File: config.mk
export PLATFORM = sky130hd
export DESIGN_NAME = dlx_mem_arbiter
export DESIGN_NICKNAME = d
export VERILOG_FILES = /design/src/rtl/dlx_mem_pkg.sv /design/src/rtl/dlx_arb_timer.sv /design/src/rtl/dlx_mem_arbiter.sv
export SDC_FILE = /design/constraint.sdc
export NUM_CORES = 1
export LEC_CHECK = 0
export CORE_ASPECT_RATIO = 0.5
export CORE_UTILIZATION = 25
export CTS_BUF_LIST = sky130_fd_sc_hd__clkbuf_16
export CTS_CLUSTER_DIAMETER = 60
export DETAILED_ROUTE_END_ITERATION = 10
export SETUP_SLACK_MARGIN = 0.4
export SYNTH_ARGS = -nofsm -noshare
export SYNTH_HDL_FRONTEND = slang
export SYNTH_HIERARCHICAL = 1
export SYNTH_SLANG_ARGS = --single-unit
File: constraint.sdc
create_clock -name clock -period 2.43 [get_ports clock]
set_clock_uncertainty 0.2 [all_clocks]
set_input_delay 0.243 -clock clock [delete_from_list [all_inputs] [get_ports clock]]
set_output_delay 0.243 -clock clock [all_outputs]
set_load 0.01 [all_outputs]
File: src/rtl/dlx_mem_pkg.sv
// Shared types and defaults for the DLX memory arbiter.
package dlx_mem_pkg;
   localparam int WORD_W           = 32;
   localparam int STARVE_LIMIT_DEF = 4;
   localparam int MAX_WAIT_DEF     = 15;

   typedef enum logic [1:0] {
      ST_IDLE   = 2'd0,
      ST_GNT_IF = 2'd1,
      ST_GNT_DM = 2'd2
   } arb_state_e;
endpackage

File: src/rtl/dlx_arb_timer.sv
// Memory wait counter: cleared on grant, counts stalled cycles, saturates at MAX_WAIT.
module dlx_arb_timer #(
   parameter int MAX_WAIT = 15,
   parameter int CNT_W    = $clog2(MAX_WAIT + 1)
) (
   input  logic clock,
   input  logic reset,
   input  logic clr,
   input  logic en,
   output logic tc
);
   logic [CNT_W-1:0] wait_cnt_q, wait_cnt_d;

   assign tc = (wait_cnt_q == CNT_W'(MAX_WAIT));

   always_comb begin
      wait_cnt_d = wait_cnt_q;
      if (clr)
         wait_cnt_d = '0;
      else if (en && !tc)
         wait_cnt_d = wait_cnt_q + 1'b1;
   end

   always_ff @(posedge clock) begin
      if (reset)
         wait_cnt_q <= '0;
      else
         wait_cnt_q <= wait_cnt_d;
   end
endmodule

File: src/rtl/dlx_mem_arbiter.sv
// Arbitrates one shared memory port between instruction fetch and data access.
// state | meaning: IDLE no access / GNT_IF fetch owns port / GNT_DM data access owns port
module dlx_mem_arbiter
   import dlx_mem_pkg::*;
#(
   parameter int STARVE_LIMIT = STARVE_LIMIT_DEF,
   parameter int MAX_WAIT     = MAX_WAIT_DEF
) (
   input  logic              clock,
   input  logic              reset,
   input  logic              if_req,
   input  logic [WORD_W-1:0] if_addr,
   output logic [WORD_W-1:0] if_rdata,
   output logic              if_ack,
   input  logic              dm_req,
   input  logic              dm_we,
   input  logic [WORD_W-1:0] dm_addr,
   input  logic [WORD_W-1:0] dm_wdata,
   output logic [WORD_W-1:0] dm_rdata,
   output logic              dm_ack,
   output logic              mem_en,
   output logic              mem_we,
   output logic [WORD_W-1:0] mem_addr,
   output logic [WORD_W-1:0] mem_wdata,
   input  logic [WORD_W-1:0] mem_rdata,
   input  logic              mem_ready,
   output logic              stall_if,
   output logic              stall_mem,
   output logic              timeout_err
);
   localparam int SW = $clog2(STARVE_LIMIT + 1);
   localparam logic [SW-1:0] STARVE_MAX = SW'(STARVE_LIMIT);

   arb_state_e        state_q, state_d;
   logic [WORD_W-1:0] addr_q, addr_d;
   logic [WORD_W-1:0] wdata_q, wdata_d;
   logic              we_q, we_d;
   logic              if_ack_q, if_ack_d;
   logic              dm_ack_q, dm_ack_d;
   logic [WORD_W-1:0] if_rdata_q, if_rdata_d;
   logic [WORD_W-1:0] dm_rdata_q, dm_rdata_d;
   logic              terr_q, terr_d;
   logic [SW-1:0]     starve_q, starve_d;
   logic              grant;
   logic              wait_tc;

   dlx_arb_timer #(.MAX_WAIT(MAX_WAIT)) u_timer (
      .clock (clock),
      .reset (reset),
      .clr   (grant),
      .en    ((state_q != ST_IDLE) && !mem_ready),
      .tc    (wait_tc)
   );

   always_comb begin
      state_d    = state_q;
      addr_d     = addr_q;
      wdata_d    = wdata_q;
      we_d       = we_q;
      if_ack_d   = 1'b0;
      dm_ack_d   = 1'b0;
      if_rdata_d = if_rdata_q;
      dm_rdata_d = dm_rdata_q;
      terr_d     = terr_q;
      starve_d   = starve_q;
      grant      = 1'b0;
      case (state_q)
         // The ack cycle is the separating idle cycle; requests still show there.
         ST_IDLE: begin
            if (!if_ack_q && !dm_ack_q) begin
               if (dm_req && !(if_req && starve_q == STARVE_MAX)) begin
                  state_d = ST_GNT_DM;
                  grant   = 1'b1;
                  addr_d  = dm_addr;
                  wdata_d = dm_wdata;
                  we_d    = dm_we;
                  if (!if_req)
                     starve_d = '0;
                  else if (starve_q != STARVE_MAX)
                     starve_d = starve_q + 1'b1;
               end else if (if_req) begin
                  state_d  = ST_GNT_IF;
                  grant    = 1'b1;
                  addr_d   = if_addr;
                  we_d     = 1'b0;
                  starve_d = '0;
               end
            end
         end
         ST_GNT_IF: begin
            if (mem_ready || wait_tc) begin
               state_d    = ST_IDLE;
               if_ack_d   = 1'b1;
               if_rdata_d = mem_ready ? mem_rdata : '0;
               terr_d     = terr_q | ~mem_ready;
            end
         end
         ST_GNT_DM: begin
            if (mem_ready || wait_tc) begin
               state_d  = ST_IDLE;
               dm_ack_d = 1'b1;
               if (!we_q)
                  dm_rdata_d = mem_ready ? mem_rdata : '0;
               terr_d   = terr_q | ~mem_ready;
            end
         end
         default: state_d = ST_IDLE;
      endcase
   end

   always_ff @(posedge clock) begin
      if (reset) begin
         state_q    <= ST_IDLE;
         addr_q     <= '0;
         wdata_q    <= '0;
         we_q       <= 1'b0;
         if_ack_q   <= 1'b0;
         dm_ack_q   <= 1'b0;
         if_rdata_q <= '0;
         dm_rdata_q <= '0;
         terr_q     <= 1'b0;
         starve_q   <= '0;
      end else begin
         state_q    <= state_d;
         addr_q     <= addr_d;
         wdata_q    <= wdata_d;
         we_q       <= we_d;
         if_ack_q   <= if_ack_d;
         dm_ack_q   <= dm_ack_d;
         if_rdata_q <= if_rdata_d;
         dm_rdata_q <= dm_rdata_d;
         terr_q     <= terr_d;
         starve_q   <= starve_d;
      end
   end

   assign mem_en      = (state_q != ST_IDLE);
   assign mem_we      = (state_q == ST_GNT_DM) && we_q;
   assign mem_addr    = addr_q;
   assign mem_wdata   = wdata_q;
   assign if_ack      = if_ack_q;
   assign dm_ack      = dm_ack_q;
   assign if_rdata    = if_rdata_q;
   assign dm_rdata    = dm_rdata_q;
   assign timeout_err = terr_q;
   assign stall_if    = if_req & ~if_ack_q;
   assign stall_mem   = dm_req & ~dm_ack_q;
endmodule

### Word-level counts from Yosys, hierarchy flattened

Cells that the tools add are included.

| cells by class | value |
|---|---|
| $add $sub $neg | 2 |
| $mul | 0 |
| divide/modulo/power cells | 0 |
| magnitude comparators | 0 |
| eq/ne operators | 9 |
| shifts and indexed selects | 0 |
| mux-type cells | 19 |
| bitwise logic cells | 9 |
| reductions and logical operators | 26 |

Operator list:

| cell | count |
|---|---|
| two-way mux 32 bit | 3 |
| two-way mux 3 bit | 4 |
| AND reduction 3 bit | 4 |
| two-way mux 2 bit | 4 |
| OR reduction 2 bit | 4 |
| two-way mux 1 bit | 7 |
| logical AND 1 bit | 6 |
| inequality test 3 bit (second input constant) | 2 |
| NOT 1 bit | 6 |
| zero test 1 bit | 5 |
| adder 4 x 1 -> 4 bit (second input constant) | 1 |
| equality test 4 bit (second input constant) | 1 |
| one-hot mux 2 bit (2 select lines) | 1 |
| AND reduction 2 bit | 2 |
| AND reduction 4 bit | 1 |
| nonzero test 2 bit | 2 |
| adder 3 x 1 -> 3 bit (second input constant) | 1 |
| equality test 3 bit (second input constant) | 1 |
| inequality test 3 x 2 -> 1 bit (second input constant) | 1 |
| AND 1 bit | 2 |
| equality test 2 x 1 -> 1 bit (second input constant) | 1 |
| equality test 2 bit (second input constant) | 1 |
| zero test 2 bit | 1 |
| inequality test 2 x 1 -> 1 bit (second input constant) | 1 |
| other kinds (3) | 3 |

| word-level totals | value |
|---|---|
| register bits | 141 |
| latch bits | 0 |
| RAM bits | 0 |
| ROM bits | 0 |
| input bits | 134 |
| output and inout port bits | 135 |
| logic and storage cells | 76 |
| memories kept | 0 |

### Logic depth before layout (Yosys ltp)

Gate-level depths: netlist (run 1).

| depth | value |
|---|---|
| depth in word-level cells | 8 |
| mapped depth | 9 |
| mapped depth without buffers | 8 |

### By module

The synthesis (run 1) kept the hierarchy.

By module, submodules not included:

| module | instances | cells each | area an instance (um^2) | sequential area each (um^2) |
|---|---|---|---|---|
| dlx_mem_arbiter | 1 | 565 | 5126.2 | 2742.6 |
| dlx_arb_timer | 1 | 22 | 211.5 | 80.1 |

### Least setup slack after synthesis (run 1)

Ideal clock, no wire load.

| timing path | value |
|---|---|
| path kind | register -> register |
| start | register state_q[0] |
| end | register addr_q[10], in the netlist mem_addr[10] |
| setup time | 0.122 ns |
| arrival time | 1.609 ns |
| data required time | 2.108 ns |
| slack | 0.500 ns |
| cell stages (with the launch flop) | 9 |
| buffers on the path | 2 |
| period minus slack after synthesis | 1.930 ns |
| path through | dfxtp_1 inv_1 ha_1 nor3b_4 nor2b_4 and3_4 buf_6 buf_6 a221o_1 |

| between the ends | value |
|---|---|
| longest elaborated chain between the ends | 2 |

RTL lines:

| item | RTL line | text |
|---|---|---|
| from (decl) | dlx_mem_arbiter.sv:34 | `arb_state_e state_q, state_d;` |
| from (signal assigned) | dlx_mem_arbiter.sv:124 | `state_q <= state_d;` |
| zero test 2 bit | dlx_mem_arbiter.sv:67 | `case (state_q)` |
| AND reduction 3 bit (no line) | -- |  |
| to (signal assigned) | dlx_mem_arbiter.sv:125 | `addr_q <= addr_d;` |
| to (decl) | dlx_mem_arbiter.sv:35 | `logic [WORD_W-1:0] addr_q, addr_d;` |

No other way between the ends.
A chain may end at the register's enable or synchronous reset.

### Worst setup path in the final report (run 1)

| timing path | value |
|---|---|
| start | register state_q[0] |
| end | register addr_q[28], in the netlist mem_addr[28] |

The elaborated chain is that of the path after synthesis.

==> summary.txt, run 1 <==
Io pins: 269
Area of placed instances: 8230 µm²
Drt pass-1 iters: 5
Slowest CP cell: dfxtp_2
Crit path time final: 2.00 ns
Hold Path Origin: dm_wdata[15]
Die Ht: 105 µm
Hold Path End: mem_wdata[15]$_SDFFE_PP0P_
CP Depth: 8
Post-Syn Area per Cell: 9.09 µm²
Antenna Cells: 0
Area contributors post-synth: dfxtp_1 (53%), nand2_1 (7.2%), a21oi_1 (6.4%), a221o_1 (6.0%), a22oi_1 (4.6%)
Synth warn: 6
Initial DRC count: 330
Sequential element share of the synthesized area: 0.529
Drt wl/cell: 16.9 µm
Setup WS pre-CTS: 0.181 ns
CP top delay family: buffers and inverters
Rel. slew slack: 0.686
Crit path launch type: register
Crit path DAT: 2.11 ns
Worst path buffer plus inverter count: 3
Dpl hpwl: 12.4 mm
Reg clk slew, reported paths: 0.07 ns
Hold/Removal Path Class: input port to register
Reg2reg path depth: 8
Maximum vdd drop: 0.000330 V
CP max stage delay: 0.33 ns
Crit path kind: register to register
Post-DRT Antenna Nets: 0
CTS Buf Count: 17
Worst Max-Slew Pin Slew: 0.471 ns
Crit end category: register
Synth Instances: 587
Area added between synthesis and finish: 71.1%
Grt met1 use: 0.199
Mapped Nets: 727
Total gr overflow: 0
WL final: 19.3 mm
Worst R2R Setup Slack: 0.43 ns
Final worst-path cycle share: 0.821
CP cell instances: inv_2, ha_4, nor3b_4, buf_6, a21oi_4, clkbuf_16, and2_1, a221o_1
Status: finished, final reports clean
Total number of vias: 5259
Cell area after layout: 9130 µm²
FF-to-FF Start: state_q[0]$_SDFFE_PP0P_
Met2 GRT Util: 0.282
Nets: 995
Clock Root Buffer: clkbuf_16
Core ar.: 20700 µm²
Final Slew Violations: 0
Hold Crit Depth: 3
Leak: 0.00335 µW
CTS tree: yes
Die width: 209 µm
PwrDens: 691 nW/µm²
Setup violations, final: 0
Initial Util: 0.257
Clk sinks: 141
Busiest grt layer: met2
Total GRT Usage: 0.164
Critical Path RT: 2.54 ns
Final Wtd Congestion: 0.763
Post-synth top area cell: dfxtp_1
RSZ-0062 raised after global routing: true
Area share of the largest cell type after synthesis: 0.529
Clk Latency, worst-skew pair: 0.43 ns
DRC viols: 0
Worst r2r dst: mem_addr[28]$_SDFFE_PP0P_
Cells after DPL: 1093
Global-route wire length before repair: 28.3 mm
DR vias/cell: 4.61
Cell Area, Synth: 5340 µm²
Synth unique cells: 42
Fmax: 0.501 GHz
Largest net degree at the start of global routing: 63
Max clock buf depth: 2
Min Hold Slack: 0.157 ns
Vias in the first global route: 5025
M3 GR Usage: 0.0432
Synth Register Bits: 141
Port Buffers: 268
Fin worst setup slack: 0.434 ns
Layout cells sized above 1: 0.115
Non-filler cells, final: 1141
Antenna violations before repair: 0
Die Area: 22000 µm²
Post-route setup TNS: 0 ns
CP max FO: 8
Max_cap viols: 0
Site Rows: 37
H-Tree Depth: 4
Final Hold Viols: 0
[layout by cell type, fill, tap and decap left out, types with 3 or more instances in the layout]
master	instances
inv_1	8
ha_1	3
buf_4	15
nor2_1	41
buf_6	5
and2_4	15
a21oi_1	68
and2_1	20
nand4_1	3
inv_6	5
a221o_1	32
clkdlybuf4s50_1	263
nand2_1	103
dfxtp_1	137
clkbuf_16	20
and3_4	5
a22oi_1	33
dfxtp_2	4
nand3_1	36
dlygate4sd2_1	4
buf_12	4
[synthesized netlist by cell type (all sizes together)]
master  number
dfxtp      141
nand2      103
a21oi       69
nor2        42
nand3       38
and2        35
a22oi       33
a221o       32
clkbuf      25
buf         24
inv          9
ha           6
nor3b        4
and3         3
nand4        3
nor2b        3
o21ai        3
a31oi        2
nand4b       2
o211ai       2
a21boi       1
a32oi        1
and2b        1
nand2b       1
o32ai        1
o41ai        1
or2          1
or3b         1
[stage by stage]
stage | utilization | total power [µW]
final | 0.440 | 6310
after global routing | 0.440 | 6600
after detailed placement | 0.397 | 3620
after global placement | 0.397 | 3610
after floorplan | - | 3010
after CTS | 0.427 | 6300
[registers in the layout (all words and copies together) (netlist names), 2 cells and up]
name	flops
state_q	2
mem_addr	32
dm_rdata	32
if_rdata	32
mem_wdata	32
starve_q	3
u_timer/wait_cnt_q	4
[logic make-up after synthesis]
group,Yosys count,synth area share
simple gates,237,0.211
fa+ha+maj,6,0.0141
flops,141,0.529
buf+inv,58,0.0574
compound gates,145,0.189
[final cells by class]
class / instances / area, µm²
Clock buffer: 17 / 425
Multi-Input combinational cell: 391 / 2340
Clock inverter: 15 / 160
Tap cell: 273 / 342
Timing Repair Buffer: 295 / 3000
Sequential cell: 141 / 2830
Inverter: 9 / 36.3
Fill cell: 2017 / 11600
[layer usage]
| layer | part of all wire | wire length [µm] | vias up |
|---|---|---|---|
| li1 | - | - | 2590 |
| met1 | 0.45 | 8640 | 2519 |
| met2 | 0.50 | 9560 | 125 |
| met3 | 0.034 | 651 | 25 |
| met4 | 0.021 | 401 | 0 |
| met5 | 0 | 0 | - |
[how the worst max path moves through the flow]
stage                            start                         to
6_report       state_q[0]$_SDFFE_PP0P_  mem_addr[28]$_SDFFE_PP0P_
3_5_place_dp                 mem_ready  dm_rdata[18]$_SDFFE_PP0P_
5_1_grt        state_q[0]$_SDFFE_PP0P_  mem_addr[21]$_SDFFE_PP0P_
2_1_floorplan  state_q[0]$_SDFFE_PP0P_  mem_addr[10]$_SDFFE_PP0P_
3_3_place_gp                    if_req   starve_q[0]$_SDFFE_PP0P_
4_1_cts        state_q[0]$_SDFFE_PP0P_  mem_addr[21]$_SDFFE_PP0P_
[worst min-delay path: cells and delay by family]
kind                   cells  cell delay [ns]
AND/OR/NAND/NOR            1             0.05
buffers and inverters      1             0.39
AO/OA/AOI/OAI              1             0.05
[where the power goes]
group	switching [µW]	internal, µW
Clock	1090	1530
Combinational	506	660
Sequential	74.3	2450
Total	1670	4640
[what timing repair did]
action,CTS,global route
hold endpoints to repair,17,0
pin swaps,0,11
hold buffers,1,0
buffers inserted,1,7
gates resized for setup,12,34
cloned,1,6
setup endpoints to repair,104,117
(Power assumes the default switching activity.)
==> run 2: changes to the inputs <==
clock period = 1.76 ns   (was 2.43 ns; I/O delays follow)
==> summary.txt, run 2 (synthesis results as in run 1) <==
Final Slew Violations: 0
Status: finished, violations left
Core ar.: 20700 µm²
PwrDens: 887 nW/µm²
Rel. slew slack: 0.579
Largest net degree at the start of global routing: 107
Antenna Cells: 0
H-Tree Depth: 4
Leak: 0.00436 µW
Commonest cells after routing, fill and taps aside: clkdlybuf4s50_1 (132), buf_2 (124), dfxtp_1 (80)
Fmax: 0.525 GHz
Crit path time final: 1.90 ns
Final Hold Viols: 0
Maximum vdd drop: 0.000401 V
Worst R2R Setup Slack: -0.14 ns
Crit path launch type: register
Hold Path End: state_q[0]$_SDFFE_PP0P_
Max_cap viols: 0
Dpl hpwl: 12.9 mm
Drt pass-1 iters: 5
Crit end category: register
Crit path kind: register to register
Most common cell after layout, fill and taps aside: clkdlybuf4s50_1
Register area: 2900 µm²
CTS Buf Count: 17
Final Wtd Congestion: 0.751
Total gr overflow: 0
Hold Crit Depth: 4
Total GRT Usage: 0.174
Failing checks: negative setup slack
Clk sinks: 141
Reg clk slew, reported paths: 0.07 ns
Initial Util: 0.257
Power Internal: 6520 µW
Critical Path RT: 1.87 ns
Max clock buf depth: 2
Die Area: 22000 µm²
Worst r2r dst: mem_addr[20]$_SDFFE_PP0P_
Switching Fraction: 0.291
Total power: 9190 µW
Clock Root Buffer: clkbuf_16
Cell area after layout: 10400 µm²
Layout Utilization: 0.500
DRC viols: 0
Worst Max-Slew Pin Slew: 0.631 ns
Area added between synthesis and finish: 94.1%
Area of placed instances: 8710 µm²
RSZ-0062 raised after global routing: true
Port Buffers: 268
Setup violations, final: 106
Post-DRT Antenna Nets: 0
Hold Path Origin: reset
Total number of vias: 5678
Clk Latency, worst-skew pair: 0.43 ns
Reg2reg path depth: 8
Vias in the first global route: 5615
# fillers: 1905
Clock network power share: 0.391
Initial DRC count: 303
Sw power: 2670 µW
Combined area of the multi-input logic cells: 3210 µm²
Crit path DAT: 2.01 ns
Min Hold Slack: 0.0306 ns
WL final: 21.4 mm
Combinational Power Share: 0.225
Layout cells sized above 1: 0.561
Antenna violations before repair: 0
Setup WS pre-CTS: -0.178 ns
Die width: 209 µm
Site Rows: 37
FF-to-FF Start: state_q[1]$_SDFFE_PP0P_
DR vias/cell: 4.70
Global-route wire length before repair: 30.3 mm
Nets: 1061
Drt wl/cell: 17.7 µm
CTS tree: yes
Fin worst setup slack: -0.144 ns
Io pins: 269
Sequential power share: 0.384
Hold/Removal Path Class: input port to register
Final worst-path cycle share: 1.08
Die Ht: 105 µm
CP max FO: 25
[run 2: cell count changes in the layout (fill, tap and decap cells not counted), moves of 50 or more]
| cell | delta |
|---|---|
| a21oi_1 | -54 |
| a21oi_2 | +54 |
| buf_2 | +124 |
| clkdlybuf4s50_1 | -131 |
| dfxtp_1 | -57 |
| dfxtp_2 | +57 |
| nand2_1 | -76 |
| nand2_4 | +50 |
[run 2: how the worst max path moves through the flow]
| stage | cells after the start | endpoint | slack, ns | from |
|---|---|---|---|---|
| 2_1_floorplan | 8 | mem_addr[10]$_SDFFE_PP0P_ | -0.04 | state_q[1]$_SDFFE_PP0P_ |
| 6_report | 8 | mem_addr[20]$_SDFFE_PP0P_ | -0.14 | state_q[1]$_SDFFE_PP0P_ |
| 4_1_cts | 7 | mem_addr[20]$_SDFFE_PP0P_ | -0.12 | state_q[1]$_SDFFE_PP0P_ |
| 5_1_grt | 8 | mem_addr[5]$_SDFFE_PP0P_ | -0.22 | state_q[0]$_SDFFE_PP0P_ |
| 3_3_place_gp | 6 | state_q[0]$_SDFFE_PP0P_ | -0.15 | if_req |
| 3_5_place_dp | 6 | state_q[0]$_SDFFE_PP0P_ | -0.18 | if_req |
[run 2: per-stage QoR]
stage	TNS, ns	instances
final	-9.13	1207
after global routing	-15.72	1207
after CTS	-6.87	1182
after detailed placement	-13.09	1126
after global placement	-9.66	1126
after floorplan	-2.23	587
[run 2: layer usage]
metal	GRT usage	up-vias	share of wire
met2	0.311	136	0.51
met4	0.0672	0	0.017
li1	-	2719	-
met3	0.0396	25	0.037
met1	0.204	2798	0.44
met5	0	-	0
[run 2: worst max-delay path: stages (launching register included)]
cell and delay, ns:
dfxtp_2 0.34, inv_2 0.05, ha_4 0.16, nor3b_4 0.14
buf_6 0.13, nor2b_4 0.13, and3_4 0.16, buf_12 0.15
a221o_1 0.32
[run 2: area by class of cell]
class / count / area share
Clock buffer: 17 / 0.0411
Clock inverter: 15 / 0.0147
Inverter: 9 / 0.00399
Multi-Input combinational cell: 388 / 0.310
Sequential cell: 141 / 0.280
Tap cell: 273 / 0.0330
Timing Repair Buffer: 364 / 0.317
[run 2: repair_timing]
action | 4_1_cts | 5_1_grt
buffers inserted | 18 | 11
endpoints found under the setup margin | 274 | 155
pin swaps | 110 | 56
resized for setup | 700 | 163
hold buffers | 1 | 0
endpoints found under the hold margin | 1 | 0
cloned | 5 | 14
[run 2: power by group through the flow]
| stage | registers [µW] | clock network, µW | logic [µW] |
|---|---|---|---|
| floorplan | 3630 | 0 | 577 |
| global placement | 3550 | 0 | 1570 |
| detailed placement | 3550 | 0 | 1600 |
| CTS | 3510 | 3690 | 1770 |
| global route | 3550 | 3820 | 2190 |
| finish | 3530 | 3590 | 2070 |
==> edit 1, RTL diff (settings of run 1) <==
Encoding of `arb_state_e`: now one-hot (3 bits for 3 states).
--- a/src/rtl/dlx_mem_pkg.sv
+++ b/src/rtl/dlx_mem_pkg.sv
@@ -4,10 +4,10 @@
    localparam int STARVE_LIMIT_DEF = 4;
    localparam int MAX_WAIT_DEF     = 15;
 
-   typedef enum logic [1:0] {
-      ST_IDLE   = 2'd0,
-      ST_GNT_IF = 2'd1,
-      ST_GNT_DM = 2'd2
+   typedef enum logic [2:0] {
+      ST_IDLE   = 3'b001,
+      ST_GNT_IF = 3'b010,
+      ST_GNT_DM = 3'b100
    } arb_state_e;
 endpackage
 
Formal check against the unedited RTL: no difference found for any inputs over 4 cycles, from zero or initial values and one cycle with reset high; so few cycles prove little.
==> edit 1 against run 1 <==
Design area rose by 0.90%; core utilization fell by 0.092 points; sequential share of layout area barely moved; worst setup slack improved by 0.024 ns; total power rose by 1.7%; area after synthesis rose by 2.1%; wire length rose by 2.5%; sequential cell count rose by 1.
==> edit 1: results (changes against run 1) <==
stage,metric,value,unit,change
run_status,status,finished clean,,
layout,layout.cells.non_filler,1217,,+6.7%
clock_network,postCtsResizedCells,14,,+2
yosys,synth_cell_types,42,,unchanged
routing,m1WireLength,8.44,mm,-2.3%
power,combPwrFrac,0.187,,+0.002
placement,post-place-ws,0.181,ns,+0.000549 ns
yosys,synth_compound_area_frac,0.208,,+0.0186
yosys,ys_top_cells_by_count,"dfxtp_1 (142), nand2_1 (137), a21oi_1 (104), nor2_1 (73), clkbuf_1 (44)",,
placement,routabilityCongestion,0.780,,+2.2%
power,ir_drop,0.405,mV,+23%
routing,viasPerCell,4.64,,+0.74%
routing,dr.pass1.iters,4,,-1
power,p_int,4730,uW,+1.8%
yosys,synth_mux_area_frac,0,,unchanged
routing,wl_met3,874,um,+34%
yosys,async_flop_share,0,,unchanged
critical_path,slowest_stage,or3_4,,
routing,drt_iter0_markers,394,,+19%
critical_path,path_delay_family,simple AND/OR/NAND/NOR gates,,
yosys,seq_area_frac_synth,0.522,,-0.00713
yosys,synth_xor_area_frac,0.00161,,+0.00161
critical_path,ff2ff_path_depth,6,,-2
sta,relSlewSlack,0.547,,-0.139
global_routing,grt_pass1_vias,5436,,+8.2%
global_routing,global_route.usage.total,0.173,,+0.00829
critical_path,critical_path.max_fanout,6,,-2
placement,dpl_cell_area,8450,sq um,+2.7%
yosys,synth_fa_ha_area_frac,0.00689,,-0.00718
global_routing,grt_pass1_wl,30.1,mm,+6.4%
yosys,synthTopCellsByArea,"dfxtp_1 (52%), a21oi_1 (9.6%), nand2_1 (9.4%)",,
global_routing,grt_max_degree,65,,+3.2%
critical_path,critPathMaxStageDelay,0.44,ns,+0.11 ns
yosys,synth_cells,659,,+12%
routing,met2_wirelength,10.1,mm,+5.6%
layout,nNetsFinal,1049,,+5.4%
routing,wirelength,19.7,mm,+2.5%
-- edit 1: worst paths after layout --
check             slack, ns                 startpoint                         to
setup reg to reg       0.46    state_q[0]$_SDFFE_PP1P_   starve_q[2]$_SDFFE_PP0P_
hold / removal         0.03                  mem_ready          dm_ack$_SDFF_PP0_
setup / recovery       0.46    state_q[0]$_SDFFE_PP1P_   starve_q[2]$_SDFFE_PP0P_
hold reg to reg        0.25  dm_rdata[13]$_SDFFE_PP0P_  dm_rdata[13]$_SDFFE_PP0P_
-- edit 1: layer usage --
layer | GRT usage | vias up
met4 | 0.0549 | 0
met3 | 0.0411 | 22
met1 | 0.208 | 2700
li1 | - | 2798
met2 | 0.303 | 131
met5 | 0 | -
-- edit 1: final cells by class --
type                    count  area (sq um)
flip-flops and latches    142          2850
clock inverters            15           173
fillers                  2034         11800
well taps                 292           365
clock buffers              17           425
repair buffers            291          2960
inverters                   7          38.8
multi-input cells         453          2390
==> edit 2, RTL diff (settings of run 1) <==
Made on the original files. Change the package constant `MAX_WAIT_DEF` from 15 to 16.
--- a/src/rtl/dlx_mem_pkg.sv
+++ b/src/rtl/dlx_mem_pkg.sv
@@ -2,7 +2,7 @@
 package dlx_mem_pkg;
    localparam int WORD_W           = 32;
    localparam int STARVE_LIMIT_DEF = 4;
-   localparam int MAX_WAIT_DEF     = 15;
+   localparam int MAX_WAIT_DEF     = 16;
 
    typedef enum logic [1:0] {
       ST_IDLE   = 2'd0,
Check against the original RTL: same outputs for any inputs over 4 cycles, from zero or initial values and one cycle with reset high; that may be too few to reach the edited logic, so the function may still have changed.
==> edit 2 against run 1 <==
Non-clock buffer count did not move; wire length fell by 2.8%; total power rose by 1.7%; via count rose by 0.42%; area after synthesis rose by 1.3%; hold slack got worse by 0.015 ns; design area rose by 0.92%; register-to-register slack improved by 0.06 ns; critical path depth fell by 6; clock power rose by 5%; sequential cell count rose by 1; worst setup slack improved by 0.045 ns.
==> edit 2: results (changes against run 1) <==
stage,metric,value,unit,change
placement,dp.cells,1121,,+2.6%
placement,routabilityCongestion,0.763,,about the same
yosys,avgSynthCellArea,9.10,sq um,+0.12%
power,p_leak,0.00335,uW,+0.19%
yosys,seq_area_frac_synth,0.526,,-0.00315
routing,wire_per_inst,16.1,um,-4.8%
placement,hpwl,12.5,mm,+0.69%
global_routing,grt_max_degree,41,,-35%
layout,drive_above_1_share,0.101,,-0.0144
routing,wl_met3,783,um,+20%
layout,utilization,0.441,,+0.00109
yosys,synthTopCellsByArea,"dfxtp_1 (53%), nand2_1 (7.1%), a21oi_1 (6.2%)",,
routing,met2_wirelength,9.26,mm,-3.2%
critical_path,critical_path.max_fanout,4,,-4
yosys,ys_top_cells_by_count,"dfxtp_1 (142), nand2_1 (103), a21oi_1 (67), nor2_1 (42), nand3_1 (38)",,
sta,relSlewSlack,0.558,,-0.129
global_routing,global_route.usage.total,0.160,,-0.00438
placement,port_buffers,268,,unchanged
power,ir_drop,0.354,mV,+7.5%
placement,post-place-ws,0.294,ns,+0.114 ns
critical_path,r2r_slack,0.49,ns,+0.06 ns
routing,viasPerCell,4.53,,-1.7%
routing,wirelength,18.7,mm,-2.8%
routing,m1WireLength,8.30,mm,-3.9%
clock_network,cts-hold-fix-buffers,1,,unchanged
run_status,status,finished clean,,
critical_path,critPathMaxStageDelay,0.56,ns,+0.23 ns
sta,fin_hold_ws,0.142,ns,-0.0150 ns
clock_network,insertion_delay,0.42,ns,
global_routing,grt_pass1_wl,27.5,mm,-2.7%
-- edit 2: cell count changes in the layout (fill, tap and decap cells not counted), sizes merged, moves of 2 or more --
cell         before  now
and3              6    4
dlygate4sd2       4    2
nand4b            2    0
o211ai            2    0
xor2              0    3
-- edit 2: layer usage --
| layer | track usage | vias up |
|---|---|---|
| li1 | - | 2587 |
| met5 | 0 | - |
| met4 | 0.0647 | 0 |
| met3 | 0.0378 | 26 |
| met2 | 0.273 | 122 |
| met1 | 0.195 | 2546 |
-- edit 2: report_power, final --
part / leakage (uW) / switching (uW) / internal (uW)
clock: 0.000291 / 1110 / 1630
combinational: 0.00190 / 487 / 648
sequential: 0.00116 / 72.5 / 2470
total: 0.00335 / 1670 / 4750
-- edit 2: cell type report --
| class | instances | share of cell area |
|---|---|---|
| multi-input combinational | 393 | 0.252 |
| timing repair buffer | 295 | 0.329 |
| inverter | 11 | 0.00475 |
| clock inverter | 15 | 0.0201 |
| clock buffer | 17 | 0.0462 |
| tap | 292 | 0.0397 |
| sequential | 142 | 0.309 |
-- edit 2: logic make-up after synthesis --
| logic type | synth area share |
|---|---|
| adder cells (fa/ha/maj) | 0.0162 |
| flip-flops | 0.526 |
| XOR/XNOR | 0.00486 |
| buffers and inverters | 0.0581 |
| AO/OA/AOI/OAI | 0.183 |
| AND/OR/NAND/NOR | 0.212 |
-- edit 2: worst paths after layout --
kind	start	cells after the start	end
worst min-delay path	dm_req	3	starve_q[2]$_SDFFE_PP0P_
worst max-delay path	if_ack$_SDFF_PP0_	2	stall_if
worst min register to register	dm_rdata[4]$_SDFFE_PP0P_	2	dm_rdata[4]$_SDFFE_PP0P_
worst max register to register	u_timer/wait_cnt_q[1]$_SDFFE_PP0P_	10	dm_rdata[7]$_SDFFE_PP0P_
